==> src/rtl/comparator_tally_pkg.sv <==
// Shared flag codes, FSM encoding and outcome helpers for comparator_tally.
package comparator_tally_pkg;

  localparam logic [2:0] FLAG_GT = 3'b100;
  localparam logic [2:0] FLAG_EQ = 3'b010;
  localparam logic [2:0] FLAG_LT = 3'b001;

  typedef enum logic {
    S_COLLECT = 1'b0,
    S_REPORT  = 1'b1
  } state_t;

  // Tally slot index per outcome category
  localparam int NUM_CAT = 4;
  localparam logic [1:0] CAT_GT  = 2'd0;
  localparam logic [1:0] CAT_EQ  = 2'd1;
  localparam logic [1:0] CAT_LT  = 2'd2;
  localparam logic [1:0] CAT_ERR = 2'd3;

  // Anything that is not an exact one-hot code lands in the error slot
  function automatic logic [1:0] flag_cat(input logic [2:0] f);
    case (f)
      FLAG_GT: flag_cat = CAT_GT;
      FLAG_EQ: flag_cat = CAT_EQ;
      FLAG_LT: flag_cat = CAT_LT;
      default: flag_cat = CAT_ERR;
    endcase
  endfunction

  // One-hot flag of the strictly largest count; any tie for the top yields 0
  function automatic logic [2:0] majority3(input int g, input int e, input int l);
    if (g > e && g > l)      majority3 = FLAG_GT;
    else if (e > g && e > l) majority3 = FLAG_EQ;
    else if (l > g && l > e) majority3 = FLAG_LT;
    else                     majority3 = 3'b000;
  endfunction

endpackage

==> src/rtl/comparator_tally_counter.sv <==
// Up-counter with synchronous clear priority over enable.
module tally_counter #(
  parameter int W = 4
) (
  input  logic         clk,
  input  logic         clr,
  input  logic         en,
  output logic [W-1:0] cnt
);

  // Clear wins; never wraps because the window bounds the count
  always_ff @(posedge clk) begin
    if (clr)     cnt <= '0;
    else if (en) cnt <= cnt + W'(1);
  end

endmodule

==> src/rtl/comparator_tally.sv <==
// Windowed tally of comparator outcomes with held report and change pulse.
module comparator_tally
  import comparator_tally_pkg::*;
#(
  parameter  int WINDOW = 8,
  localparam int CNT_W  = $clog2(WINDOW + 1)
) (
  input  logic             i_clk,
  input  logic             i_rst_n,
  input  logic             i_clear,
  input  logic [2:0]       i_flags,
  input  logic             i_valid,
  output logic             o_ready,
  output logic [CNT_W-1:0] o_cnt_gt,
  output logic [CNT_W-1:0] o_cnt_eq,
  output logic [CNT_W-1:0] o_cnt_lt,
  output logic [CNT_W-1:0] o_cnt_err,
  output logic [2:0]       o_majority,
  output logic             o_valid,
  input  logic             i_ready,
  output logic             o_change
);

  state_t                          state;
  logic [NUM_CAT-1:0][CNT_W-1:0]   cnt;
  logic [NUM_CAT-1:0]              inc;
  logic [CNT_W+1:0]                total;
  logic [2:0]                      hist;
  logic                            hist_vld;
  logic                            accept;
  logic                            rpt_hs;
  logic                            window_done;
  logic                            cnt_clr;
  logic [2:0]                      maj_nxt;

  assign accept      = (state == S_COLLECT) && o_ready && i_valid;
  assign rpt_hs      = (state == S_REPORT) && o_valid && i_ready;
  assign cnt_clr     = !i_rst_n || i_clear || rpt_hs;
  assign window_done = accept && (total == (CNT_W+2)'(WINDOW - 1));

  // Route the accepted sample to exactly one tally slot
  always_comb begin
    inc = '0;
    if (accept) inc[flag_cat(i_flags)] = 1'b1;
  end

  // Samples accepted so far in this window
  always_comb begin
    total = '0;
    for (int k = 0; k < NUM_CAT; k++) total = total + (CNT_W+2)'(cnt[k]);
  end

  // Majority from the post-accept counts so it lands with the report
  always_comb begin
    maj_nxt = majority3(int'(cnt[CAT_GT]) + int'(inc[CAT_GT]),
                        int'(cnt[CAT_EQ]) + int'(inc[CAT_EQ]),
                        int'(cnt[CAT_LT]) + int'(inc[CAT_LT]));
  end

  for (genvar g = 0; g < NUM_CAT; g++) begin : g_cnt
    tally_counter #(.W(CNT_W)) u_cnt (
      .clk (i_clk),
      .clr (cnt_clr),
      .en  (inc[g]),
      .cnt (cnt[g])
    );
  end

  assign o_cnt_gt  = cnt[CAT_GT];
  assign o_cnt_eq  = cnt[CAT_EQ];
  assign o_cnt_lt  = cnt[CAT_LT];
  assign o_cnt_err = cnt[CAT_ERR];

  // Collect/report FSM with registered handshake, majority and change pulse
  always_ff @(posedge i_clk) begin
    if (!i_rst_n) begin
      state      <= S_COLLECT;
      o_ready    <= 1'b0;
      o_valid    <= 1'b0;
      o_majority <= 3'b000;
      o_change   <= 1'b0;
      hist       <= 3'b000;
      hist_vld   <= 1'b0;
    end else if (i_clear) begin
      state      <= S_COLLECT;
      o_ready    <= 1'b1;
      o_valid    <= 1'b0;
      o_majority <= 3'b000;
      o_change   <= 1'b0;
      hist_vld   <= 1'b0;
    end else begin
      o_change <= 1'b0;
      case (state)
        S_COLLECT: begin
          o_ready <= 1'b1;
          if (accept) begin
            o_change <= hist_vld && (i_flags != hist);
            hist     <= i_flags;
            hist_vld <= 1'b1;
            if (window_done) begin
              state      <= S_REPORT;
              o_ready    <= 1'b0;
              o_valid    <= 1'b1;
              o_majority <= maj_nxt;
            end
          end
        end
        S_REPORT: begin
          if (rpt_hs) begin
            state      <= S_COLLECT;
            o_valid    <= 1'b0;
            o_ready    <= 1'b1;
            o_majority <= 3'b000;
          end
        end
        default: state <= S_COLLECT;
      endcase
    end
  end

endmodule

==> config.mk <==
export PLATFORM = sky130hd
export DESIGN_NAME = comparator_tally
export DESIGN_NICKNAME = d
export VERILOG_FILES = /design/src/rtl/comparator_tally_pkg.sv /design/src/rtl/comparator_tally_counter.sv /design/src/rtl/comparator_tally.sv
export SDC_FILE = /design/constraint.sdc
export NUM_CORES = 1
export LEC_CHECK = 0
export CAP_MARGIN = 20
export CORE_MARGIN = 2
export CORE_UTILIZATION = 54
export CTS_CLUSTER_DIAMETER = 80
export DETAILED_ROUTE_END_ITERATION = 10
export HOLD_SLACK_MARGIN = 0.03
export PLACE_DENSITY_LB_ADDON = 0.05
export SLEW_MARGIN = 25
export SYNTH_ARGS = -nofsm -noshare
export SYNTH_HDL_FRONTEND = slang
export SYNTH_SLANG_ARGS = --single-unit
==> constraint.sdc <==
create_clock -name i_clk -period 4.2 [get_ports i_clk]
set_input_delay 0.63 -clock i_clk [delete_from_list [all_inputs] [get_ports i_clk]]
set_output_delay 0.63 -clock i_clk [all_outputs]
set_load 0.01 [all_outputs]
==> results of run 1 <==
[logic make-up after synthesis]
family / share of synthesized area (%)
fa+ha+maj: 26.65
compound gates: 10.43
buf+inv: 3.959
flops: 27.15
xor+xnor: 12.26
simple gates: 17.54
mux: 2.011
[worst paths after layout]
path                            slack [ps]                  start  cells after the start       endpoint
worst max register to register         450  g_cnt[2].u_cnt.cnt[1]                     10  o_majority[0]
worst min register to register         470               hist_vld                      2       o_change
worst min-delay path                   470               hist_vld                      2       o_change
worst max-delay path                   450  g_cnt[2].u_cnt.cnt[1]                     10  o_majority[0]
[worst register-to-register path: cells and delay by family (launching register included)]
| family | cells | cell delay, ps |
|---|---|---|
| simple gates | 3 | 1140 |
| fa+ha+maj | 4 | 1630 |
| flops | 1 | 490 |
| compound gates | 2 | 390 |
| buf+inv | 1 | 50 |
[cell usage in the layout, fill, tap and decap left out, drive strengths merged, types with 3 or more instances in the layout]
cell           netlist  layout
clkdlybuf4s50        0      29
dfxtp               27      27
ha                  26      26
nor2                25      25
xor2                16      16
inv                 14      14
xnor2               11      11
nand2               10      10
fa                   8       8
a21oi                7       7
buf                  0       7
nand3                6       6
o21ai                6       6
mux2i                4       4
nor2b                4       4
maj3                 4       4
nand4                4       4
nor4b                3       3
nand2b               3       3
o21a                 3       3
a21boi               3       3
clkbuf               6       3
[cell usage after synthesis, types with 3 or more instances]
cell type / number
nand4_1: 4
nor4b_2: 3
ha_1: 26
fa_1: 8
clkbuf_1: 6
nor2_1: 25
o21ai_0: 4
nand2b_1: 3
nand2_1: 10
a21oi_1: 7
nand3_1: 6
a21boi_1: 3
nor2b_1: 4
inv_1: 14
xnor2_1: 10
xor2_1: 16
mux2i_1: 4
o21a_1: 3
maj3_2: 4
dfxtp_1: 27
[metrics by stage]
stage / hold WS, ps / cells / instance area [um2] / utilization, % / power (mW)
2_1_floorplan: 423.5 / 211 / 1991 / - / 0.2894
3_3_place_gp: 446.4 / 289 / 2371 / 65.75 / 0.3025
3_5_place_dp: 458.2 / 289 / 2371 / 65.75 / 0.3041
4_1_cts: 470.7 / 293 / 2420 / 67.11 / 0.4536
5_1_grt: 505.9 / 293 / 2420 / 67.11 / 0.4697
6_report: 469.3 / 293 / 2420 / 67.11 / 0.4512
[report_power, final]
group	internal [mW]	switching (mW)	leakage [nW]	total (mW)
Clock	0.0674	0.0856	0.0217	0.153
Sequential	0.258	0.00225	0.218	0.261
Combinational	0.0180	0.0198	0.751	0.0378
[area by class of cell]
cell class                 count  area [um2]
multi-input combinational    163        1371
fill                         303        1186
sequential                    27       540.5
timing repair buffer          36       342.8
tap                           48       60.06
inverter                      15       56.30
clock buffer                   3       41.29
clock inverter                 1       7.507
[registers in the layout, summed over array words and instances, names as in the netlist]
register and flops:
g_cnt.u_cnt.cnt 16, hist 3, o_majority 3, hist_vld 1
o_change 1, o_ready 1, o_valid 1, state 1
[routing by layer]
metal | up-vias | track usage, % | wire, um
li1 | 803 | - | -
met1 | 726 | 27.59 | 1940
met2 | 28 | 36.60 | 2040
met3 | 8 | 3.125 | 124
met4 | 0 | 8.777 | 63
met5 | - | 0 | 0
==> run metrics, run 1 <==
core area 3606 um2; clock tree root buffer cell clkbuf_8; CTS resizes 0; max frequency 266.5 MHz; io pins 30; Worst-Margin Slew 670.2 ps; Unique masters post-synth 39; syn nets 253; Worst slew margin 55.32%; H-tree levels 1; Worst Path Buf+Inv 1; ranking of synthesized cells by area dfxtp_1 (27%), ha_1 (16%), fa_1 (8.0%), xor2_1 (7.0%), nor2_1 (4.7%); fin crit share 89.33%; required time of the critical path 4420 ps; top-area cell type share of the netlist area 27.15%; Seq cells post-synth 27; Post-DRT Antenna Nets 0; share of cells above drive strength 1 9.388%; CP max-delay cell or4_1; crit-path cells fa_1 > fa_1 > ha_1 > inv_1 > fa_1 > or4_1 > nor4_2 > nand2b_1 > a221oi_2 > a32o_1; Max-Cap Viols 0; final net count 288; total track usage 21.64%; final hold vios 0; P_leak 0.9906 nW; CTS Hold Buffers Added 0; Die Width 64.72 um; Clock Skews 4.764 ps; RSZ-0062 raised after global routing no; Worst setup EP type flip-flop; critical path fanouts, max 7; Hold/Removal Path Class reg -> reg; initial core utilization 55.20%; Setup WS pre-CTS 371.3 ps; Slew Viols, Final 0; CTS max path bufs 2; slowest stage delay, CP 590 ps; clock sinks 27; Diodes inserted 0; WL per Instance 14.23 um; Die Height 64.72 um; Critical Path AT 3970 ps; global-route wire length before repair 7044 um; largest net degree at the start of global routing 19; Post-CTS Setup Repair Bufs 0; grt ovf 0; drt initial violations 42; TritonCTS Buffers 3; Total Die Area 4188 um2; initial antenna violation count 0; synth warn 0; worst setup margin 448.3 ps; drt total wl 4168 um; clk_lat worst skew 280 ps; cell area power density 186.5 nW/um2; I/O Buffers 29; post-synthesis sequential area ratio 27.15%; family with the most delay on the worst path adder cells; vias in the first global route 1,529; post-synthesis cell count 211; TritonCTS clock tree yes; Synth area leader dfxtp_1; drt pass-1 iters 4; DR vias 1,565; Setup Total Neg Slack 0 ps; DRC 0; Post-Syn Area per Cell 9.434 um2; final setup vio count 0; Startpoint Class flip-flop; DP HPWL 3384 um; Setup CP Type reg -> reg; Area Growth Syn to Fin 21.56%; Post-synth ARST share 0%; clock transition at the registers of the reported paths 100 ps; Post-Syn Area 1991 um2; status finished clean; number of synthesized flops with an enable pin 0; Top FF cell, synth dfxtp_1; Peak VDD IR 0.1170 mV; Final GP Congestion 0.8563; Rows 22; vias per cell 5.341; min cycle time layout 3752 ps; critical path's most frequent cell fa_1
Power figures use the tool's default switching activity.
==> run 2, diff against run 1 <==
- CORE_UTILIZATION: 54 -> 55
- CTS_CLUSTER_SIZE: not set -> 25
- SYNTH_HIERARCHICAL: not set -> 1
==> run metrics, run 2 <==
status finished clean (unchanged); Setup Total Neg Slack 0 ps (unchanged); Seq cells post-synth 27 (unchanged); clock transition at the registers of the reported paths 100 ps (about the same); Post-DRT Antenna Nets 0 (unchanged); Pint 0.3435 mW (was 0.3436 mW); switching pwr 0.1092 mW (was 0.1076 mW); most common cell in the netlist dfxtp_1 (unchanged); Die Width 65.86 um (was 64.72 um); top-area cell type share of the netlist area 25.68% (was 27.15%); DP HPWL 3403 um (was 3384 um); commonest cells after routing, fill and taps aside clkdlybuf4s50_1 (29), dfxtp_1 (27), ha_1 (26) (unchanged); hold worst-path end o_change (unchanged); Setup CP Type reg -> reg (unchanged); final net count 296 (was 288); I/O Buffers 29 (unchanged); sequential fraction of design power 57.6% (was 57.7%); final hold vios 0 (unchanged); H-tree levels 1 (unchanged); mux share of post-synthesis cell area 4.756% (was 2.011%); grt ovf 0 (unchanged); Hold/Removal Path Class reg -> reg (unchanged); TritonCTS Buffers 3 (unchanged); P_leak 1.141 nW (was 0.9906 nW); Unique masters post-synth 49 (was 39); largest family of logic cells by synthesized area adder cells (unchanged); vias in the first global route 1,607 (was 1,529); total track usage 22.63% (was 21.64%); drt total wl 4325 um (was 4168 um); Simple-Gate Fraction of Synth Area 19.98% (was 17.54%); synth warn 6 (was 0); number of synthesized flops with an enable pin 0 (unchanged); Post-synth ARST share 0% (unchanged); initial core utilization 57.48% (was 55.20%); Critical Path AT 3950 ps (was 3970 ps); Final GP Congestion 0.9033 (was 0.8563); share of cells above drive strength 1 13.04% (was 9.388%); drt initial violations 84 (was 42); post-synthesis sequential area ratio 25.68% (was 27.15%); Worst-Margin Slew 718.7 ps (was 670.2 ps); max frequency 268.4 MHz (was 266.5 MHz); Clock Skews 2.118 ps (was 4.764 ps); DR vias 1,636 (was 1,565); commonest non-fill, non-tap cell in the layout clkdlybuf4s50_1 (unchanged); reg2reg start g_cnt[1].u_cnt/cnt[1] (was g_cnt[2].u_cnt.cnt[1]); compound-gate portion of the synthesized area 13.08% (was 10.43%); ranking of synthesized cells by area dfxtp_1 (26%), ha_1 (15%), fa_1 (7.6%), nor2_1 (3.4%), xnor2_1 (2.9%) (was dfxtp_1 (27%), ha_1 (16%), fa_1 (8.0%), xor2_1 (7.0%), nor2_1 (4.7%)); Area Growth Syn to Fin 20.63% (was 21.56%); clock tree root buffer cell clkbuf_8 (unchanged); post-synthesis cell count 217 (was 211); total power 0.4527 mW (was 0.4512 mW); clock sinks 27 (unchanged); global-route wire length before repair 7521 um (was 7044 um); drt pass-1 iters 4 (unchanged); WL per Instance 14.37 um (was 14.23 um); Peak VDD IR 0.1096 mV (was 0.1170 mV); Reg2Reg Depth 10 (unchanged); Post-Synth XOR/XNOR Area 8.918% (was 12.26%); largest net degree at the start of global routing 21 (was 19); min cycle time layout 3726 ps (was 3752 ps); Post-CTS Setup Repair Bufs 0 (unchanged); biggest regs g_cnt.u_cnt/cnt x16, hist x3, o_majority x3 (was g_cnt.u_cnt.cnt x16, hist x3, o_majority x3); min-delay src hist_vld (unchanged); clock share of power 33.7% (was 33.9%); Startpoint Class flip-flop (unchanged); syn nets 259 (was 253); Post-Syn Area per Cell 9.698 um2 (was 9.434 um2); number of flip-flops in the largest register 16 (unchanged); fin crit share 88.71% (was 89.33%); final setup vio count 0 (unchanged); Max-Cap Viols 0 (unchanged); Net Sw Frac 24.13% (was 23.85%); Worst setup EP type flip-flop (unchanged); required time of the critical path 4430 ps (was 4420 ps); DRC 0 (unchanged); RR Endpoint o_majority[0] (unchanged); Die Height 65.86 um (was 64.72 um); Reg2Reg Setup Slack 470 ps (was 450 ps); Min-Delay Path Depth 2 (unchanged); CTS resizes 0 (unchanged); critical path fanouts, max 7 (unchanged); CTS max path bufs 2 (unchanged); top cells by count, synth dfxtp_1 (27), ha_1 (26), nor2_1 (19) (was dfxtp_1 (27), ha_1 (26), nor2_1 (25)); vias per cell 5.435 (was 5.341); cell area power density 178.3 nW/um2 (was 186.5 nW/um2); initial antenna violation count 0 (unchanged); Total Die Area 4337 um2 (was 4188 um2); TritonCTS clock tree yes (unchanged); post-synthesis adder-cell area fraction 24.02% (was 26.65%); clk_lat worst skew 270 ps (was 280 ps); Largest Register g_cnt.u_cnt/cnt (was g_cnt.u_cnt.cnt); Post-Syn Area 2105 um2 (was 1991 um2); Diodes inserted 0 (unchanged); CTS Hold Buffers Added 0 (unchanged); Slew Viols, Final 0 (unchanged); Rows 22 (unchanged); io pins 30 (unchanged); combinational power share 8.7% (was 8.4%); Synth area leader dfxtp_1 (unchanged); Worst slew margin 51.79% (was 55.32%); Hold WS 458.5 ps (was 469.3 ps); core area 3661 um2 (was 3606 um2); RSZ-0062 raised after global routing no (unchanged); Top FF cell, synth dfxtp_1 (unchanged)
## run 2: cell count changes in the layout (fill, tap and decap cells not counted), sizes merged, moves of 3 or more
cell	previous run	this run
a21bo	0	4
a21oi	7	11
mux2	0	4
nand2	10	13
nand3b	1	5
nor2	25	19
xnor2	11	8
xor2	16	10
## run 2: per-stage QoR
stage / setup WS (ps) / instance area, um2 / utilization [%] / instances
2_1_floorplan: 557.5 / 2105 / - / 217
3_3_place_gp: 507.1 / 2492 / 68.08 / 297
3_5_place_dp: 485.1 / 2492 / 68.08 / 297
4_1_cts: 444.1 / 2539 / 69.34 / 301
5_1_grt: 246.6 / 2539 / 69.34 / 301
6_report: 474.1 / 2539 / 69.34 / 301
## run 2: how the worst max path moves through the flow
| stage | depth (start not counted) | endpoint | slack, ps | startpoint |
|---|---|---|---|---|
| 2_1_floorplan | 11 | o_majority[1] | 560 | i_valid |
| 3_3_place_gp | 10 | o_majority[0] | 510 | g_cnt[1].u_cnt/cnt[1] |
| 3_5_place_dp | 10 | o_majority[0] | 490 | g_cnt[1].u_cnt/cnt[1] |
| 4_1_cts | 10 | o_majority[0] | 440 | g_cnt[1].u_cnt/cnt[1] |
| 5_1_grt | 9 | o_majority[1] | 250 | g_cnt[1].u_cnt/cnt[1] |
| 6_report | 10 | o_majority[0] | 470 | g_cnt[1].u_cnt/cnt[1] |
## run 2: worst max-delay path, cell delays in order, from the launching register on
cell	delay (ps)
dfxtp_1	530
fa_1	490
fa_1	520
ha_1	180
inv_1	60
fa_1	420
or4_4	560
or4_1	450
nor2_1	160
o211a_1	170
a32o_1	140
## run 2: kinds of logic after synthesis
group,after synthesis
AO/OA/AOI/OAI,38
multiplexers,8
adder cells (fa/ha/maj),36
flip-flops,27
buffers and inverters,20
XOR/XNOR,18
AND/OR/NAND/NOR,70
## run 2: cell type report
type / count / area [um2]
Clock inverter: 1 / 5.005
Fill cell: 304 / 1122
Clock buffer: 3 / 41.29
Tap cell: 48 / 60.06
Multi-Input combinational cell: 170 / 1489
Sequential cell: 27 / 540.5
Inverter: 16 / 60.06
Timing Repair Buffer: 36 / 342.8
## run 2: power groups by stage
stage	combinational (mW)	clock [mW]	sequential [mW]
after floorplan	0.0238	0	0.267
after global placement	0.0392	0	0.267
after detailed placement	0.0393	0	0.267
after CTS	0.0397	0.157	0.261
after global routing	0.0443	0.170	0.261
final	0.0393	0.153	0.261
## run 2: per-layer routing
| metal | share of wire, % | track usage (%) | vias to the layer above |
|---|---|---|---|
| met4 | 0.76 | 5.469 | 0 |
| met3 | 2.3 | 4.089 | 4 |
| met1 | 50 | 31.47 | 780 |
| met2 | 47 | 36.36 | 17 |
| li1 | - | - | 835 |
| met5 | 0 | 0 | - |
